==> src/rtl/wb_pkg.sv <==
// Shared types for the register-file writeback path: one buffered write entry and the x0 index.
package wb_pkg;

    localparam int unsigned WB_ADDR_W = 5;
    localparam int unsigned WB_DATA_W = 32;

    localparam logic [WB_ADDR_W-1:0] REG_ZERO = '0;

    typedef struct packed {
        logic [WB_ADDR_W-1:0] rd;
        logic [WB_DATA_W-1:0] data;
    } wb_entry_t;

endpackage

==> src/rtl/wb_fifo.sv <==
// In-order buffer for MEM writebacks; push is ignored when full, pop is ignored when empty.
module wb_fifo
    import wb_pkg::*;
#(
    parameter int unsigned DEPTH = 4,
    localparam int unsigned PTR_W = $clog2(DEPTH),
    localparam int unsigned CNT_W = $clog2(DEPTH + 1)
) (
    input  logic             i_clk,
    input  logic             i_rst,
    input  logic             i_push,
    input  wb_entry_t        i_data,
    input  logic             i_pop,
    output wb_entry_t        o_head,
    output logic             o_full,
    output logic             o_empty,
    output logic [CNT_W-1:0] o_count
);

    wb_entry_t          r_mem [DEPTH];
    logic [PTR_W-1:0]   r_wptr;
    logic [PTR_W-1:0]   r_rptr;
    logic [CNT_W-1:0]   r_count;
    logic               w_push;
    logic               w_pop;

    assign o_full  = (r_count == CNT_W'(DEPTH));
    assign o_empty = (r_count == '0);
    assign o_count = r_count;
    assign o_head  = r_mem[r_rptr];

    assign w_push = i_push && !o_full;
    assign w_pop  = i_pop && !o_empty;

    always_ff @(posedge i_clk) begin
        if (w_push) begin
            r_mem[r_wptr] <= i_data;
        end
    end

    // DEPTH is a power of two, so pointer wrap is the natural overflow.
    always_ff @(posedge i_clk) begin
        if (i_rst) begin
            r_wptr  <= '0;
            r_rptr  <= '0;
            r_count <= '0;
        end else begin
            if (w_push) begin
                r_wptr <= r_wptr + 1'b1;
            end
            if (w_pop) begin
                r_rptr <= r_rptr + 1'b1;
            end
            if (w_push && !w_pop) begin
                r_count <= r_count + 1'b1;
            end else if (w_pop && !w_push) begin
                r_count <= r_count - 1'b1;
            end
        end
    end

endmodule

==> src/rtl/wb_write_arbiter.sv <==
// Merges ALU and buffered MEM writebacks into one registered register-file write port.
// Optional anti-starvation drain of the MEM buffer is enabled by defining WB_STARVE_EN.
module wb_write_arbiter
    import wb_pkg::*;
#(
    parameter int unsigned ADDRESS_WIDTH = WB_ADDR_W,
    parameter int unsigned DATA_WIDTH    = WB_DATA_W,
    parameter int unsigned FIFO_DEPTH    = 4,
    parameter int unsigned STARVE_LIMIT  = 8,
    localparam int unsigned CNT_W = $clog2(FIFO_DEPTH + 1)
) (
    input  logic                     i_clk,
    input  logic                     i_rst,
    input  logic                     i_alu_valid,
    output logic                     o_alu_ready,
    input  logic [ADDRESS_WIDTH-1:0] i_alu_rd,
    input  logic [DATA_WIDTH-1:0]    i_alu_result,
    input  logic                     i_mem_valid,
    output logic                     o_mem_ready,
    input  logic [ADDRESS_WIDTH-1:0] i_mem_rd,
    input  logic [DATA_WIDTH-1:0]    i_mem_data,
    output logic                     o_we3,
    output logic [ADDRESS_WIDTH-1:0] o_a3,
    output logic [DATA_WIDTH-1:0]    o_wd3,
    output logic                     o_pending,
    output logic [CNT_W-1:0]         o_fifo_count
);

    if (ADDRESS_WIDTH != WB_ADDR_W || DATA_WIDTH != WB_DATA_W) begin : g_bad_width
        $error("wb_write_arbiter: widths must match wb_pkg::wb_entry_t");
    end
    if (FIFO_DEPTH < 2 || (FIFO_DEPTH & (FIFO_DEPTH - 1)) != 0) begin : g_bad_depth
        $error("wb_write_arbiter: FIFO_DEPTH must be a power of two >= 2");
    end
    if (STARVE_LIMIT < 1) begin : g_bad_limit
        $error("wb_write_arbiter: STARVE_LIMIT must be >= 1");
    end

    logic                     r_we3;
    logic [ADDRESS_WIDTH-1:0] r_a3;
    logic [DATA_WIDTH-1:0]    r_wd3;

    logic      w_alu_ready;
    logic      w_alu_wr;
    logic      w_push;
    logic      w_pop;
    logic      w_fifo_full;
    logic      w_fifo_empty;
    wb_entry_t w_mem_entry;
    wb_entry_t w_head;

    assign w_mem_entry = '{rd: i_mem_rd, data: i_mem_data};

    // x0 handshakes still complete; they simply never reach the write stream or the buffer.
    assign w_alu_wr = i_alu_valid && w_alu_ready && (i_alu_rd != REG_ZERO);
    assign w_push   = i_mem_valid && !w_fifo_full && (i_mem_rd != REG_ZERO);
    assign w_pop    = !w_alu_wr && !w_fifo_empty;

    wb_fifo #(
        .DEPTH (FIFO_DEPTH)
    ) u_fifo (
        .i_clk   (i_clk),
        .i_rst   (i_rst),
        .i_push  (w_push),
        .i_data  (w_mem_entry),
        .i_pop   (w_pop),
        .o_head  (w_head),
        .o_full  (w_fifo_full),
        .o_empty (w_fifo_empty),
        .o_count (o_fifo_count)
    );

`ifdef WB_STARVE_EN
    localparam int unsigned SCNT_W = $clog2(STARVE_LIMIT + 1);

    logic [SCNT_W-1:0] r_starve;
    logic              w_force_drain;

    assign w_force_drain = (r_starve == SCNT_W'(STARVE_LIMIT));
    assign w_alu_ready   = !w_force_drain;

    always_ff @(posedge i_clk) begin
        if (i_rst) begin
            r_starve <= '0;
        end else if (w_pop || w_fifo_empty) begin
            r_starve <= '0;
        end else if (w_alu_wr && !w_force_drain) begin
            r_starve <= r_starve + 1'b1;
        end
    end
`else
    assign w_alu_ready = 1'b1;
`endif

    always_ff @(posedge i_clk) begin
        if (i_rst) begin
            r_we3 <= 1'b0;
            r_a3  <= '0;
            r_wd3 <= '0;
        end else begin
            r_we3 <= w_alu_wr || w_pop;
            if (w_alu_wr) begin
                r_a3  <= i_alu_rd;
                r_wd3 <= i_alu_result;
            end else if (w_pop) begin
                r_a3  <= w_head.rd;
                r_wd3 <= w_head.data;
            end
        end
    end

    assign o_alu_ready = w_alu_ready;
    assign o_mem_ready = !w_fifo_full;
    assign o_we3       = r_we3;
    assign o_a3        = r_a3;
    assign o_wd3       = r_wd3;
    assign o_pending   = !w_fifo_empty || r_we3;

endmodule

==> config.mk <==
export PLATFORM = sky130hd
export DESIGN_NAME = wb_write_arbiter
export DESIGN_NICKNAME = d
export VERILOG_FILES = /design/src/rtl/wb_pkg.sv /design/src/rtl/wb_fifo.sv /design/src/rtl/wb_write_arbiter.sv
export SDC_FILE = /design/constraint.sdc
export NUM_CORES = 1
export LEC_CHECK = 0
export ABC_AREA = 0
export BUFFER_PORTS_ARGS = -buffer_cell sky130_fd_sc_hd__buf_2
export CORE_AREA = 2 2 127 129
export CTS_CLUSTER_DIAMETER = 30
export DETAILED_ROUTE_END_ITERATION = 10
export DIE_AREA = 0 0 129 131
export GPL_ROUTABILITY_DRIVEN = 0
export PLACE_DENSITY_LB_ADDON = 0.15
export SKIP_CTS_REPAIR_TIMING = 1
export SYNTH_ARGS = -nofsm -noshare
export SYNTH_HDL_FRONTEND = slang
export SYNTH_HIERARCHICAL = 1
export SYNTH_SLANG_ARGS = --single-unit
export TNS_END_PERCENT = 1
==> constraint.sdc <==
create_clock -name i_clk -period 2.7 [get_ports i_clk]
set_input_delay 0.81 -clock i_clk [delete_from_list [all_inputs] [get_ports i_clk]]
set_output_delay 0.81 -clock i_clk [all_outputs]
set_load 0.02 [all_outputs]
==> summary.md <==
| Metric | Value |
|---|---|
| Die height | `131 um` |
| GRT overflow | `0` |
| Placed Instances | `754` |
| Minimum clock period | `2450 ps` |
| Clock Skews | `8.89 ps` |
| Part of the power in the clock network | `30.4%` |
| Total GRT Usage | `20.6%` |
| Row count | `46` |
| Pwr/cell area | `970 nW/um^2` |
| Slowest CP cell | `dfxtp_1` |
| Fin nets | `641` |
| Crit path from | `u_fifo/o_count[1]` |
| Clk_lat worst skew | `430 ps` |
| Power share of the combinational group | `27.3%` |
| P_sw | `2630 uW` |
| WP data arrival | `2810 ps` |
| Int Power | `6500 uW` |
| Max frequency | `0.408 GHz` |
| Initial antenna violation count | `2` |
| Setup crit start kind | `flop` |
| Synth area leader | `edfxtp_1` |
| 1st-pass router iterations | `4` |
| FILL cells | `1166` |
| Ratio of cells with drive above 1 in the final layout | `40.0%` |
| Final period util | `90.8%` |
| Drt wl/cell | `20.8 um` |
| Final cell count without fillers | `788` |
| Netlist cell types | `36` |
| Dominant cells by area after synthesis | `edfxtp_1 57%, dfxtp_1 12%, mux4_2 10%` |
| Hold Violations, Final | `0` |
| Delay of the slowest cell on the worst path | `520 ps` |
| Via-per-instance ratio | `5.59` |
| Syn Nets | `510` |
| RSZ-0062 raised after global routing | `no` |
| Slack of the critical path | `249 ps` |
| Yosys top cell area share | `56.8%` |
| TNS Setup | `0 ps` |
| Flop pwr share | `42.3%` |
| CTS Sinks | `195` |
| Clock-pin slew on the worst setup and hold paths | `70 ps` |
| Area grow syn2layout | `20.3%` |
| I/O Pins | `122` |
| Slew at the pin closest to its max-slew limit | `686 ps` |
| Max IR drop VDD | `568 uV` |
| Worst path cell trace | `nor3b_2, inv_1, o311a_1, inv_1, nor2_1, ha_1, inv_1, fa_1, xor2_1, or3_1, a21oi_1` |
| Required @ worst endpoint | `3060 ps` |
| Hold WC Path Type | `reg -> reg` |
| Max-slew violation count | `0` |
| Area of the multi-input gates | `2140 sq um` |
| Most frequent CP cell | `inv_1` |
| DRT Wirelength | `16400 um` |
| Setup crit end kind | `flop` |
| Flip-flop and latch area | `5390 sq um` |
| Residual DRC count | `0` |
| Syn Inst Count | `426` |
| Synth Flop Type | `edfxtp_1` |
| Synth Cell Area | `7820 sq um` |
| Core ar. | `15600 sq um` |
| EDFF count, synth | `148` |
| Root buffer cell | `clkbuf_16` |
| H-tree depth | `4` |
| Sequential share of the synthesized area | `68.9%` |
| Status | `completed` |
| Worst slack at placement | `-108 ps` |
| Kind of critical path | `reg -> reg` |
| Total number of vias | `4403` |
| Rel. slew slack | `54.3%` |
| Max_cap viols | `0` |
| Port bufs | `120` |
| Vias in the first global route | `4677` |
| Hold Crit Start | `u_fifo/r_wptr[0]` |
| CP max FO | `7` |
| Synth Area per Inst | `18.4 sq um` |
| Die footprint | `16900 sq um` |
| Synth warn | `6` |
| LEAKAGE | `0.00341 uW` |
| Synthesis-stage register bit count | `195` |
| Power, Total | `9120 uW` |
| Initial core utilization | `50.1%` |
| Reg-to-reg startpoint | `u_fifo/o_count[1]` |
| Maximum clock path buffer count | `2` |
| Switching share of power | `28.8%` |
| First-iteration detailed-routing DRC count | `296` |
| Largest net degree at the start of global routing | `39` |
| Final ANT Viol Nets | `0` |
| DIE WIDTH | `129 um` |
| First-pass GRT wire length | `25300 um` |
| Async set-reset flop share out of synthesis | `0%` |
| CTS tree | `built` |
| Endpoints failing setup | `0` |
| Total CTS buffers | `17` |
| Detailed-placement wirelength estimate | `10600 um` |
-- worst max-delay path, delay by kind of cell, from the launching register on --
kind	cells	cell delay [ps]
fa+ha+maj	2	560
xor+xnor	1	170
buf+inv	3	210
compound gates	2	320
flops	1	520
simple gates	3	600
-- placed cells by master (no fill, tap or decap), types with 2 or more instances in the layout --
cell        synthesis  layout
mux4_2             35      35
diode_2             0       2
o31ai_1             3       3
nor2_1              9       9
and2_2              0       4
dfxtp_1            47      45
xor2_1              4       4
nand3_1             2       2
buf_12              7      11
dfxtp_2             0       2
a211oi_1           58      58
o21ai_0             2       2
inv_1               6       6
clkbuf_16           0      17
a211oi_2            6       6
ha_1                5       5
mux2i_1            39      39
edfxtp_1          148     148
inv_6               0       2
bufinv_16           0       5
buf_2               7     120
a21oi_1             5       5
or3_1               3       3
nand2b_1            3       3
clkinvlp_4          0       2
clkinv_4            0       4
a32o_1              2       2
mux4_1              2       2
buf_4               1      13
-- power groups by stage --
stage	clock [uW]	sequential (uW)	combinational (uW)
finish	2770	3860	2490
global route	2940	3900	2710
CTS	2820	3870	2530
detailed placement	0	3930	2520
global placement	0	3910	2470
floorplan	0	4030	1700
-- layout make-up --
class,count,share of cell area [%]
Sequential cell,195,57.3
Multi-Input combinational cell,191,22.7
Timing Repair Buffer,144,9.76
Clock buffer,18,4.56
Tap cell,216,2.87
Clock inverter,14,2.43
Inverter,8,0.319
Antenna cell,2,0.0532
-- sequential cells by signal, summed over array words and instances, names as in the netlist, named ones only --
register        count
o_a3                5
o_wd3              32
o_we3               1
u_fifo/o_count      3
u_fifo/r_mem      148
u_fifo/r_rptr       2
u_fifo/r_wptr       2
-- worst paths after layout --
check	endpoint	slack (ps)	depth (start not counted)
max	u_fifo/o_count[2]	250	11
min	u_fifo/r_wptr[0]	540	2
max reg2reg	u_fifo/o_count[2]	250	11
min reg2reg	u_fifo/r_wptr[0]	540	2
-- per-layer routing --
layer / global-route usage (%) / up-vias / part of all wire (%)
met5: 0 / - / 0
li1: - / 2002 / -
met4: 6.65 / 0 / 1.3
met2: 35.8 / 138 / 53
met1: 25.4 / 2248 / 42
met3: 5.33 / 15 / 4.6
-- cell families after synthesis --
kind of cell	after synthesis	synth area share, %
flip-flops	195	68.9
multiplexers	76	15.7
buffers and inverters	40	3.94
adder cells (fa/ha/maj)	6	1.06
XOR/XNOR	4	0.448
AND/OR/NAND/NOR	24	1.86
AO/OA/AOI/OAI	80	8.03
other	1	0.0480
-- stage by stage --
step                      hold slack (ps)  utilization, %  cell area [sq um]
final                                 542            60.3               9410
after detailed placement              517            56.0               8740
after CTS                             542            60.3               9400
after global routing                  556            60.3               9400
after floorplan                       482               -               7820
after global placement                497            56.0               8740
-- cell usage after synthesis, drive strengths merged (2+ instances only) --
library cell / instances
buf: 19
o31ai: 4
and2: 4
mux4: 37
nand3: 2
inv: 7
a21oi: 5
ha: 5
a32o: 2
edfxtp: 148
or3: 3
mux2i: 39
nand2b: 3
o21ai: 2
clkbuf: 13
a211oi: 64
nor2: 9
xor2: 4
dfxtp: 47
Power figures use the tool's default switching activity.
